## config.mk

```make
export PLATFORM = sky130hd
export DESIGN_NAME = stopwatch_ctrl_flat
export DESIGN_NICKNAME = d
export VERILOG_FILES = /design/src/rtl/stopwatch_ctrl_if.sv /design/src/rtl/stopwatch_ctrl.sv /design/src/flat_wrapper.sv
export SDC_FILE = /design/constraint.sdc
export NUM_CORES = 1
export LEC_CHECK = 0
export CORE_ASPECT_RATIO = 0.8
export CORE_UTILIZATION = 35
export CTS_CLUSTER_DIAMETER = 80
export DETAILED_ROUTE_END_ITERATION = 8
export GPL_TIMING_DRIVEN = 0
export PLACE_DENSITY = 0.58
export SYNTH_ARGS = -nofsm -noshare
export SYNTH_HDL_FRONTEND = slang
export SYNTH_SLANG_ARGS = --single-unit
```

## constraint.sdc

```tcl
create_clock -name clk -period 2.35 [get_ports clk]
set_input_delay 0.47 -clock clk [delete_from_list [all_inputs] [get_ports clk]]
set_output_delay 0.47 -clock clk [all_outputs]
set_load 0.05 [all_outputs]
```

## src/rtl/stopwatch_ctrl_if.sv

```systemverilog
`default_nettype none
//==========================================================================
// stopwatch_ctrl_if : button inputs and counter-chain control outputs
// Revision 1.0
//==========================================================================
interface stopwatch_ctrl_if;
  logic btn_ss;
  logic btn_lap;
  logic ci;
  logic cnt_clr;
  logic hold;
  logic running;

  modport master (
    output btn_ss,
    output btn_lap,
    input  ci,
    input  cnt_clr,
    input  hold,
    input  running
  );

  modport slave (
    input  btn_ss,
    input  btn_lap,
    output ci,
    output cnt_clr,
    output hold,
    output running
  );
endinterface
`default_nettype wire

```

## src/rtl/stopwatch_ctrl.sv

```systemverilog
`default_nettype none
//==========================================================================
// stopwatch_ctrl : button debounce, run/pause/lap FSM and tick prescaler
// Revision 1.0
//==========================================================================
module stopwatch_ctrl #(
  parameter int DIV       = 500000,
  parameter int DivBits   = 19,
  parameter int DB_CYCLES = 1000000,
  parameter int DbBits    = 20
) (
  input  logic             clk,
  input  logic             clr,
  stopwatch_ctrl_if.slave  bus
);

  localparam int                 NBTN     = 2;
  localparam int                 BTN_SS   = 0;
  localparam int                 BTN_LAP  = 1;
  localparam logic [DivBits-1:0] PRE_LAST = DivBits'(DIV - 1);
  localparam logic [DbBits-1:0]  DC_LAST  = DbBits'(DB_CYCLES - 1);

  typedef enum logic [1:0] {
    S_IDLE = 2'd0,
    S_RUN  = 2'd1,
    S_LAP  = 2'd2,
    S_STOP = 2'd3
  } state_t;

  logic [NBTN-1:0]    raw;
  logic [NBTN-1:0]    press;
  state_t             state;
  logic               running_q;
  logic               hold_q;
  logic               clr_pulse;
  logic [DivBits-1:0] pre;

  assign raw = {bus.btn_lap, bus.btn_ss};

  generate
    for (genvar gi = 0; gi < NBTN; gi++) begin : g_btn
      logic              sync1;
      logic              sync2;
      logic              db;
      logic              db_d;
      logic              armed;
      logic [1:0]        vld;
      logic [DbBits-1:0] dc;

      // armed only after a genuine low level is seen, so a button held
      // through reset must be released before it can produce a press
      always_ff @(posedge clk) begin
        if (clr) begin
          sync1 <= 1'b0;
          sync2 <= 1'b0;
          db    <= 1'b0;
          db_d  <= 1'b0;
          armed <= 1'b0;
          vld   <= 2'b00;
          dc    <= '0;
        end else begin
          sync1 <= raw[gi];
          sync2 <= sync1;
          vld   <= {vld[0], 1'b1};
          db_d  <= db;
          if (vld[1] && !sync2) begin
            armed <= 1'b1;
          end
          if (sync2 == db) begin
            dc <= '0;
          end else if (dc == DC_LAST) begin
            db <= sync2;
            dc <= '0;
          end else begin
            dc <= dc + DbBits'(1);
          end
        end
      end

      assign press[gi] = db & ~db_d & armed;
    end
  endgenerate

  always_ff @(posedge clk) begin
    if (clr) begin
      state     <= S_IDLE;
      running_q <= 1'b0;
      hold_q    <= 1'b0;
      clr_pulse <= 1'b0;
    end else begin
      clr_pulse <= 1'b0;
      case (state)
        S_IDLE: begin
          if (press[BTN_SS]) begin
            state     <= S_RUN;
            running_q <= 1'b1;
          end
        end
        S_RUN: begin
          if (press[BTN_SS]) begin
            state     <= S_STOP;
            running_q <= 1'b0;
          end else if (press[BTN_LAP]) begin
            state  <= S_LAP;
            hold_q <= 1'b1;
          end
        end
        S_LAP: begin
          if (press[BTN_SS]) begin
            state     <= S_STOP;
            running_q <= 1'b0;
            hold_q    <= 1'b0;
          end else if (press[BTN_LAP]) begin
            state  <= S_RUN;
            hold_q <= 1'b0;
          end
        end
        S_STOP: begin
          if (press[BTN_SS]) begin
            state     <= S_RUN;
            running_q <= 1'b1;
          end else if (press[BTN_LAP]) begin
            state     <= S_IDLE;
            clr_pulse <= 1'b1;
          end
        end
        default: begin
          state     <= S_IDLE;
          running_q <= 1'b0;
          hold_q    <= 1'b0;
        end
      endcase
    end
  end

  // STOP keeps the fractional tick so a pause never shifts the tick phase
  always_ff @(posedge clk) begin
    if (clr) begin
      pre <= '0;
    end else begin
      case (state)
        S_RUN, S_LAP: pre <= (pre == PRE_LAST) ? '0 : pre + DivBits'(1);
        S_STOP:       pre <= pre;
        default:      pre <= '0;
      endcase
    end
  end

  assign bus.ci      = running_q && (pre == PRE_LAST);
  assign bus.running = running_q;
  assign bus.hold    = hold_q;
  assign bus.cnt_clr = clr | clr_pulse;

endmodule
`default_nettype wire

```

## src/flat_wrapper.sv

```systemverilog
// flat-port wrapper written by rule: the top's interface ports become plain ports
module stopwatch_ctrl_flat 
#(
  parameter int DIV       = 500000,
  parameter int DivBits   = 19,
  parameter int DB_CYCLES = 1000000,
  parameter int DbBits    = 20
)
  (clk, clr, bus_btn_ss, bus_btn_lap, bus_ci, bus_cnt_clr, bus_hold, bus_running);
  stopwatch_ctrl_if bus_i ();
  input  logic clk;
  input  logic clr;
  input wire logic [$bits(bus_i.btn_ss)-1:0] bus_btn_ss;
  input wire logic [$bits(bus_i.btn_lap)-1:0] bus_btn_lap;
  output wire logic [$bits(bus_i.ci)-1:0] bus_ci;
  output wire logic [$bits(bus_i.cnt_clr)-1:0] bus_cnt_clr;
  output wire logic [$bits(bus_i.hold)-1:0] bus_hold;
  output wire logic [$bits(bus_i.running)-1:0] bus_running;
  assign bus_i.btn_ss = bus_btn_ss;
  assign bus_i.btn_lap = bus_btn_lap;
  assign bus_ci = bus_i.ci;
  assign bus_cnt_clr = bus_i.cnt_clr;
  assign bus_hold = bus_i.hold;
  assign bus_running = bus_i.running;
  stopwatch_ctrl #(.DIV(DIV), .DivBits(DivBits), .DB_CYCLES(DB_CYCLES), .DbBits(DbBits)) u_core (.clk(clk), .clr(clr), .bus(bus_i));
endmodule
```

==> qor.csv <==
metric,value,unit
required time of the critical path,1880,ps
"Arr. time, crit path",1770,ps
CTS Buf Count,9,
Max stage delay on crit path,490,ps
Worst Setup Start Kind,input pin,
final wirelength,7050,um
initial core utilization,36.2,%
worst-skew pair later-pin latency,340,ps
Via Count,2832,
Power Total,2.92,mW
setup_tns,0,ps
row count,32,
Post-Synthesis Cells,415,
Setup Skew,7.73,ps
Routed Antenna Nets,0,
Max VDD drop,0.296,mV
min Tclk post-route,2240,ps
Max Buffers Root-to-Sink,2,
"Slew Viols, Final",0,
Post-CTS Setup Inserts,0,
Critical Path Source,clr,
Yosys cell types,42,
placed instance area,3720,um^2
Async SR Flop Fraction,0,%
fmax,446,MHz
root buf cell,clkbuf_16,
final hold viol count,0,
Util after Layout,42.0,%
worst-path maximum fanout,10,
Final Instance Area,4050,um^2
die span in y,91.3,um
Post-synth EDFFs,0,
CTS tree,built,
overflow left after global routing,0,
dpl cells,557,
DR WL/cell,12.3,um
"Top FF cell, synth",dfxtp_1,
Clock Sinks,76,
dpl hpwl,4840,um
first-pass GRT wire length,12100,um
die width,114,um
IO Pins,8,
Setup Viol. Count Final,0,
GP Congestion,0.795,
largest net degree at the start of global routing,14,
FILL cells,961,
Hold Path Class,flop to flop,
# hold bufs at CTS,0,
"Avg Cell Area, Syn",8.41,um^2
drt drc,0,
Yosys warning count,0,
HP Start,u_core.g_btn[1].sync1,
CP endpoint kind,output port,
Mapped Area,3490,um^2
Max-Cap Viols,0,
initial antenna violation count,0,
slowest CP cell,clkdlybuf4s15_1,
Via density,4.94,
antenna cells,0,
Synth Register Bits,76,
"Seq/Total Area, Yosys",43.6,%
RSZ-0062 raised after global routing,false,
Pleak,1.33,nW
vias in the first global route,2607,
status,"complete, no violations",
fin nets,444,
syn_nets,427,
Slew headroom,66.0,%
clk slew on worst S/H paths,60,ps
final period utilization,95.4,%
WS Path Type,input pin to output port,
Pre-Repair DR Iteration Count,4,
worst slew pin tran,508,ps
Core Region,9650,um^2
crit-path cells,"clkbuf_1, clkbuf_2, or2_2, clkdlybuf4s15_1",
area delta synth->final,16.0,%
total power per unit cell area,721,nW/um^2
port buffer count,6,
initial drt markers,154,
share of layout cells above drive strength 1,6.86,%
H-tree levels,3,
die area,10400,um^2
RR Startpoint,u_core.state[0],
overall routing resource usage,14.7,%
final non-filler cell total,573,
worst max-delay path: cells and delay by family:
kind,cells,cell delay [ps]
buf+inv,3,1140
simple gates,1,160
registers in the layout, indices dropped and copies added, names as in the netlist:
name	flops
u_core.pre	19
u_core.g_btn.sync1	2
u_core.g_btn.db	2
u_core.clr_pulse	1
u_core.g_btn.db_d	2
u_core.state	2
u_core.g_btn.dc	40
u_core.g_btn.armed	2
u_core.bus.hold	1
u_core.bus.running	1
u_core.g_btn.sync2	2
u_core.g_btn.vld	2
stage by stage:
stage               setup slack [ps]  hold WS (ps)
floorplan                        195           414
global placement                -407           425
detailed placement              -397           424
CTS                             31.9           442
global route                    2.16           454
finish                           107           440
cells in the mapped netlist, types with 4 or more instances:
cell      instances  area, um^2
a21oi_1          10        50.1
a31oi_1          14        87.6
and3_1           12        75.1
and4_1            6        52.6
clkbuf_1         11        41.3
dfxtp_1          76        1520
ha_1              8         100
inv_1            12        45.0
nand2_1          37         139
nand3_1          43         215
nand3b_1          4        30.0
nand4_1          12        75.1
nor2_1           58         218
nor2b_1           8        50.1
nor3_1            8        40.0
nor4_1            7        43.8
or3_1            14        87.6
xnor2_1          11        96.3
xor2_1           26         228
power by group:
part | internal (mW) | leakage [nW] | switching, mW
Combinational | 0.0585 | 0.561 | 0.114
Sequential | 1.30 | 0.614 | 0.0140
Clock | 0.882 | 0.152 | 0.545
Total | 2.24 | 1.33 | 0.673
cell type report:
cell class | instances | area (um^2) | share of cell area [%]
multi-input combinational | 309 | 1840 | 45.6
clock inverter | 5 | 60.1 | 1.48
timing repair buffer | 6 | 57.6 | 1.42
inverter | 12 | 45.0 | 1.11
sequential | 76 | 1520 | 37.6
buffer | 18 | 97.6 | 2.41
clock buffer | 11 | 253 | 6.24
tap | 136 | 170 | 4.20
cells by family (layout without fill, tap and decap cells):
group / Yosys count / in the layout / share of synthesized area, %
AO/OA/AOI/OAI: 38 / 38 / 6.78
flip-flops: 76 / 76 / 43.6
adder cells (fa/ha/maj): 8 / 8 / 2.87
multiplexers: 3 / 3 / 0.861
buffers and inverters: 30 / 52 / 4.05
AND/OR/NAND/NOR: 223 / 223 / 32.6
XOR/XNOR: 37 / 37 / 9.29
per-layer routing:
| layer | share of wire, % | GRT usage, % |
|---|---|---|
| met1 | 54 | 20.8 |
| met2 | 41 | 20.7 |
| met3 | 4.3 | 5.34 |
| met4 | 0.99 | 4.17 |
| met5 | 0 | 0 |
placed cells by master, fill, tap and decap left out, drive strengths merged, types with 3 or more instances in the layout:
cell and count:
a21oi 10, a31oi 14, and3 12, and4 6, buf 8, clkbuf 22, clkdlybuf4s50 4, clkinv 3
dfxtp 76, ha 8, inv 12, mux2i 3, nand2 37, nand3 43, nand3b 4, nand4 12
nor2 58, nor2b 8, nor3 8, nor4 7, o21ai 3, or2 3, or3 14, xnor2 11
xor2 26
worst paths after layout:
| path | to | slack (ps) | cells after the start |
|---|---|---|---|
| setup / recovery | bus_cnt_clr | 110 | 4 |
| hold reg to reg | u_core.g_btn[1].sync2 | 440 | 1 |
| hold / removal | u_core.g_btn[1].sync2 | 440 | 1 |
| setup reg to reg | u_core.pre[3] | 200 | 7 |
timing repair:
action	4_1_cts	5_1_grt
gates resized for setup	11	3
pin swaps	0	1
endpoints found under the hold margin	0	0
setup endpoints to repair	2	5
Note: power is estimated with default switching activity, not from simulation.
